**config.mk**
```make
export PLATFORM = sky130hd
export DESIGN_NAME = gfx_bitmap_display
export DESIGN_NICKNAME = d
export VERILOG_FILES = /design/src/rtl/gfx_bitmap_display.sv
export SDC_FILE = /design/constraint.sdc
export NUM_CORES = 1
export LEC_CHECK = 0
export ABC_AREA = 1
export ABC_CLOCK_PERIOD_IN_PS = 4600
export BUFFER_PORTS_ARGS = -buffer_cell sky130_fd_sc_hd__buf_2
export CAP_MARGIN = 20
export CORE_UTILIZATION = 49
export CTS_CLUSTER_SIZE = 28
export DETAILED_ROUTE_END_ITERATION = 8
export PLACE_DENSITY = 0.75
export SLEW_MARGIN = 20
export SYNTH_ARGS = -nofsm -noshare
export SYNTH_HDL_FRONTEND = slang
export SYNTH_SLANG_ARGS = --single-unit
```
**constraint.sdc**
```tcl
create_clock -name clk_pixel -period 4.6 [get_ports clk_pixel]
set_input_delay 0.23 -clock clk_pixel [delete_from_list [all_inputs] [get_ports clk_pixel]]
set_output_delay 0.23 -clock clk_pixel [all_outputs]
set_load 0.01 [all_outputs]
```
**src/rtl/gfx_bitmap_display.sv**
```systemverilog
// gfx_bitmap_display: programmable raster timing generator with framebuffer fetch.
// Scans a bitmap of FB_WIDTH x FB_HEIGHT source pixels (1/2/4/8 bpp) from a
// synchronous byte RAM and applies integer X/Y replication. Active pixels that
// fall outside the bitmap window show BORDER_RGB.
// The colour, de, hsync and vsync outputs all lag the raster counters by 3 clk.
// Optional macro GFX_PALETTE_EN adds a 16-entry x 24-bit palette for BPP <= 4.
//
// Pipeline:
//   stage 0 : raster counters; the byte address is computed combinationally
//   stage 1 : dispAddr is registered and the RAM samples it
//   stage 2 : dispData is valid; the pixel is extracted and its colour mapped
//   stage 3 : registered video outputs
module gfx_bitmap_display #(
    parameter int          H_ACTIVE   = 640,
    parameter int          H_FP       = 16,
    parameter int          H_SYNC     = 96,
    parameter int          H_BP       = 48,
    parameter int          V_ACTIVE   = 480,
    parameter int          V_FP       = 10,
    parameter int          V_SYNC     = 2,
    parameter int          V_BP       = 33,
    parameter bit          SYNC_POL   = 1'b1,
    parameter int          FB_WIDTH   = 256,
    parameter int          FB_HEIGHT  = 256,
    parameter int          BPP        = 1,
    parameter int          SCALE_X    = 1,
    parameter int          SCALE_Y    = 1,
    parameter int          ADDR_W     = 13,
    parameter logic [23:0] BORDER_RGB = 24'h000000
) (
    input  logic              clk_pixel,
    input  logic              reset,
    input  logic [ADDR_W-1:0] fb_base,
    output logic [ADDR_W-1:0] dispAddr,
    input  logic [7:0]        dispData,
    input  logic              pal_we,
    input  logic [3:0]        pal_addr,
    input  logic [23:0]       pal_data,
    output logic [7:0]        red,
    output logic [7:0]        green,
    output logic [7:0]        blue,
    output logic              hsync,
    output logic              vsync,
    output logic              de,
    output logic              frame_start
);

    localparam int H_TOTAL  = H_ACTIVE + H_FP + H_SYNC + H_BP;
    localparam int V_TOTAL  = V_ACTIVE + V_FP + V_SYNC + V_BP;
    localparam int HW       = $clog2(H_TOTAL);
    localparam int VW       = $clog2(V_TOTAL);
    localparam int HS_START = H_ACTIVE + H_FP;
    localparam int HS_END   = HS_START + H_SYNC;
    localparam int VS_START = V_ACTIVE + V_FP;
    localparam int VS_END   = VS_START + V_SYNC;
    localparam int PPB      = 8 / BPP;
    localparam int PPB_SH   = $clog2(PPB);
    localparam int SX_SH    = $clog2(SCALE_X);
    localparam int SY_SH    = $clog2(SCALE_Y);
    localparam int BPL      = FB_WIDTH * BPP / 8;
    localparam int WIN_W    = FB_WIDTH * SCALE_X;
    localparam int WIN_H    = FB_HEIGHT * SCALE_Y;

    localparam logic [HW-1:0] H_LAST   = HW'(H_TOTAL - 1);
    localparam logic [VW-1:0] V_LAST   = VW'(V_TOTAL - 1);
    localparam logic [7:0]    PIX_MASK = 8'((1 << BPP) - 1);

    // Fixed index-to-colour mapping; also the reset image of the palette.
    function automatic logic [23:0] map_colour(input logic [7:0] idx);
        logic [7:0] g;
        if (BPP == 8) begin
            return {idx[7:5], idx[7:5], idx[7:6],
                    idx[4:2], idx[4:2], idx[4:3],
                    {4{idx[1:0]}}};
        end
        if (BPP == 1)      g = {8{idx[0]}};
        else if (BPP == 2) g = {4{idx[1:0]}};
        else               g = {2{idx[3:0]}};
        return {g, g, g};
    endfunction

    logic [HW-1:0]     hcount;
    logic [VW-1:0]     vcount;
    logic              started;
    logic [ADDR_W-1:0] base;

    // Raster counters. The first clk after reset holds (0,0) and raises frame_start.
    always_ff @(posedge clk_pixel) begin
        if (reset) begin
            hcount      <= '0;
            vcount      <= '0;
            started     <= 1'b0;
            frame_start <= 1'b0;
        end else if (!started) begin
            started     <= 1'b1;
            frame_start <= 1'b1;
        end else if (hcount == H_LAST) begin
            hcount <= '0;
            if (vcount == V_LAST) begin
                vcount      <= '0;
                frame_start <= 1'b1;
            end else begin
                vcount      <= vcount + VW'(1);
                frame_start <= 1'b0;
            end
        end else begin
            hcount      <= hcount + HW'(1);
            frame_start <= 1'b0;
        end
    end

    logic [31:0]       hx, vy, src_x, src_y, byte_x;
    logic              active0, win0, hs0, vs0;
    logic [2:0]        pix0;
    logic [ADDR_W-1:0] base_eff, addr0;

    assign hx      = 32'(hcount);
    assign vy      = 32'(vcount);
    assign active0 = started && (hx < 32'(H_ACTIVE)) && (vy < 32'(V_ACTIVE));
    assign win0    = (hx < 32'(WIN_W)) && (vy < 32'(WIN_H));
    assign hs0     = started && (hx >= 32'(HS_START)) && (hx < 32'(HS_END));
    assign vs0     = started && (vy >= 32'(VS_START)) && (vy < 32'(VS_END));
    assign src_x   = hx >> SX_SH;
    assign src_y   = vy >> SY_SH;
    assign byte_x  = src_x >> PPB_SH;
    assign pix0    = 3'(src_x & 32'(PPB - 1));
    // The frame that starts now already uses the freshly presented base.
    assign base_eff = frame_start ? fb_base : base;
    assign addr0    = base_eff + ADDR_W'(src_y * 32'(BPL) + byte_x);

    // Base latch and fetch address; the address is held outside the window.
    always_ff @(posedge clk_pixel) begin
        if (reset) begin
            base     <= '0;
            dispAddr <= '0;
        end else begin
            if (frame_start)
                base <= fb_base;
            if (active0 && win0)
                dispAddr <= addr0;
        end
    end

    logic       act1, win1, hs1, vs1, act2, win2, hs2, vs2;
    logic [2:0] pix1, pix2;

    // Delay line that keeps timing flags in step with the RAM read data.
    always_ff @(posedge clk_pixel) begin
        if (reset) begin
            act1 <= 1'b0;
            win1 <= 1'b0;
            hs1  <= 1'b0;
            vs1  <= 1'b0;
            pix1 <= '0;
            act2 <= 1'b0;
            win2 <= 1'b0;
            hs2  <= 1'b0;
            vs2  <= 1'b0;
            pix2 <= '0;
        end else begin
            act1 <= active0;
            win1 <= win0;
            hs1  <= hs0;
            vs1  <= vs0;
            pix1 <= pix0;
            act2 <= act1;
            win2 <= win1;
            hs2  <= hs1;
            vs2  <= vs1;
            pix2 <= pix1;
        end
    end

    logic [7:0]  idx2;
    logic [23:0] pix_rgb;

    assign idx2 = 8'(dispData >> (32'(pix2) * 32'(BPP))) & PIX_MASK;

`ifdef GFX_PALETTE_EN
    logic [23:0] pal [16];

    // Palette register file; a write is seen by the lookup on the next clk.
    always_ff @(posedge clk_pixel) begin
        if (reset) begin
            for (int i = 0; i < 16; i++)
                pal[i] <= map_colour(8'(i));
        end else if (pal_we) begin
            pal[pal_addr] <= pal_data;
        end
    end

    assign pix_rgb = (BPP <= 4) ? pal[idx2[3:0]] : map_colour(idx2);
`else
    logic pal_unused;

    assign pal_unused = ^{pal_we, pal_addr, pal_data};
    assign pix_rgb    = map_colour(idx2);
`endif

    // Registered video outputs; blanked colour outside the active area.
    always_ff @(posedge clk_pixel) begin
        if (reset) begin
            de    <= 1'b0;
            red   <= 8'h00;
            green <= 8'h00;
            blue  <= 8'h00;
            hsync <= ~SYNC_POL;
            vsync <= ~SYNC_POL;
        end else begin
            de    <= act2;
            hsync <= hs2 ? SYNC_POL : ~SYNC_POL;
            vsync <= vs2 ? SYNC_POL : ~SYNC_POL;
            if (!act2)
                {red, green, blue} <= 24'h000000;
            else if (win2)
                {red, green, blue} <= pix_rgb;
            else
                {red, green, blue} <= BORDER_RGB;
        end
    end

endmodule

```
==> summary.md <==
| Metric | Value |
|---|---|
| Outcome | completed |
| CP Max Fanout | 16 |
| Total Wirelength | 7.40 mm |
| Worst setup EP type | flop |
| CTS Sinks | 66 |
| Crit Path Class | flop to flop |
| Clk buf depth | 2 |
| Pwr Total | 0.00116 W |
| Largest net degree at the start of global routing | 52 |
| First-pass GRT wire length | 12.7 mm |
| Fin nets | 649 |
| Max VDD drop | 0.000160 V |
| Skew-Pair Late Insertion Delay | 340 ps |
| Count leader, synth | nand2_1 |
| Die area | 8060 sq um |
| Worst-Margin Slew | 978 ps |
| Post-cts hold buffer count | 0 |
| Avg Synthesized Cell Area | 7.14 sq um |
| Avg Vias per Cell | 4.87 |
| Number of synthesized flops with an enable pin | 0 |
| Post-layout util | 56.6% |
| Final Critical Period | 3160 ps |
| PortBufs | 63 |
| DR vias | 3,280 |
| Yosys top cell area share | 35.0% |
| Rel. slew slack | 34.8% |
| Dpl hpwl | 5.50 mm |
| Gr ovfl total | 0 |
| Core ar. | 7370 sq um |
| CTS buffer count | 9 |
| Layout cells sized above 1 | 19.2% |
| Hold Fails Final Rpt | 0 |
| Cell variety after synth | 41 |
| Worst EP required | 4850 ps |
| Cell taking the most area after synthesis | dfxtp_1 |
| DRC violations left | 0 |
| Max-slew violations | 0 |
| 1st-iter DRT viols | 163 |
| Most instantiated cells after synthesis | nand2_1, inv_1, dfxtp_1 |
| DRT antenna net count | 0 |
| Die Span Y | 89.8 um |
| Synthesized instance count | 529 |
| Max Freq | 317 MHz |
| Count of cells resized by post-cts repair | 0 |
| YS warnings | 0 |
| CP arrival | 3410 ps |
| Area Overhead vs Synth | 10.5% |
| ANT cells | 0 |
| Vias in the first global route | 2,877 |
| GPL Wtd Cong | 0.841 |
| 1st-pass router iterations | 5 |
| Setup tns final | 0 ps |
| Ports | 93 |
| Clock-pin slew of the registers on the worst-case setup and hold paths | 70 ps |
| Starting Density | 51.2% |
| Antenna violations before repair | 0 |
| Main area contributors after synthesis | dfxtp_1, nand2_1, ha_1 |
| Fin crit share | 68.6% |
| CTS tree | built |
| H-tree depth | 3 |
| Synthesized flop and latch total | 66 |
| # rows | 31 |
| Syn nets | 609 |
| Synth Cell Area | 3780 sq um |
| Synth async-reset ratio | 0% |
| Register area share after synthesis | 35.0% |
| CTS root buffer | clkbuf_8 |
| RSZ-0062 raised after global routing | false |
| Post-CTS Setup Bufs | 0 |
| Clock Skew | 9.82 ps |
| Lkg Pwr | 2.11 nW |
| # setup viols final | 0 |
| Die width | 89.8 um |
| Max-Cap Viols | 0 |
| Post-DR wirelength/cell | 11.0 um |
| Power Dens Cells | 279 nW/um^2 |
| Crit path launch type | flop |
| Hold Crit Class | primary input to flop |
| Total GRT Usage | 19.1% |
| Dominant synthesized flop cell | dfxtp_1 |
-- per-layer routing --
layer	vias to the layer above	global-route usage (%)	wire [um]
met5	-	0	0
met4	0	8.61	116
met3	9	2.79	357
met2	90	30.7	3390
met1	1463	25.4	3540
li1	1718	-	-
-- flip-flops by register name (all words and copies together) (netlist names), 3 cells and up --
register	count
base	13
vcount	10
pix1	3
hcount	10
dispAddr	13
pix2	3
-- metrics by stage --
| stage | setup WS (ps) | area (sq um) | hold slack (ps) | std cells |
|---|---|---|---|---|
| after floorplan | 2150 | 3780 | 388 | 529 |
| after global placement | 1590 | 3980 | 393 | 657 |
| after detailed placement | 1550 | 3980 | 394 | 657 |
| after CTS | 1520 | 4170 | 145 | 673 |
| after global routing | 1230 | 4170 | 160 | 673 |
| final | 1440 | 4170 | 154 | 673 |
-- path summary, 6_finish.rpt --
| kind | start | endpoint | slack (ps) | cells past startpoint |
|---|---|---|---|---|
| worst min-delay path | fb_base[11] | base[11] | 150 | 3 |
| worst max register to register | frame_start | dispAddr[9] | 1440 | 12 |
| worst max-delay path | frame_start | dispAddr[9] | 1440 | 12 |
| worst min register to register | pix1[2] | pix2[2] | 400 | 2 |
-- cell families after synthesis --
kind of cell               Yosys count  synth area share [%]
AOI/OAI and AO/OA                   59                  8.95
xor gates and xnor gates            10                  2.32
adders and majority gates           28                  9.87
buffers and inverters              117                  14.4
DFF                                 66                  35.0
muxes                                1                 0.265
and+or+nand+nor                    248                  29.2
-- critical path, cell delays in order, from the launching register on --
cell and delay (ps):
dfxtp_1 750, inv_1 410, nand2_1 170, nand2_1 80, fa_1 440, ha_1 380
a21oi_1 320, nor2_1 80, nor2_1 140, a21o_1 130, nand3_1 70, nand2_1 70
inv_1 40
-- cell type report --
type,instances,area (sq um)
fillers,707,3200
multi-input cells,346,1910
flip-flops and latches,66,1320
repair buffers,63,315
inverters,83,313
clock buffers,12,165
well taps,99,124
clock inverters,4,25.0
-- layout by cell type (no fill, tap or decap), types with 2 or more instances in the layout --
| master | instances |
|---|---|
| nand2_1 | 126 |
| nand2_2 | 8 |
| nor3_1 | 5 |
| o21ai_0 | 9 |
| buf_2 | 63 |
| inv_1 | 79 |
| inv_2 | 2 |
| nor2_2 | 5 |
| ha_1 | 25 |
| a21oi_2 | 6 |
| dfxtp_1 | 66 |
| nand3_1 | 29 |
| a21oi_1 | 36 |
| xnor2_1 | 2 |
| nor2_4 | 2 |
| nor4_1 | 3 |
| clkinvlp_4 | 2 |
| clkinv_2 | 3 |
| clkbuf_8 | 12 |
| nor2_1 | 54 |
| fa_1 | 3 |
| nand4_1 | 8 |
| xor2_1 | 8 |
| or2_2 | 2 |
| a21o_1 | 2 |
-- where the power goes --
group | internal, W | switching (W) | total [W]
clock network | 0.000238 | 0.000219 | 0.000456
logic | 0.0000410 | 0.0000655 | 0.000107
registers | 0.000589 | 0.0000105 | 0.000600
No activity file was read; power rests on OpenSTA's default activity.
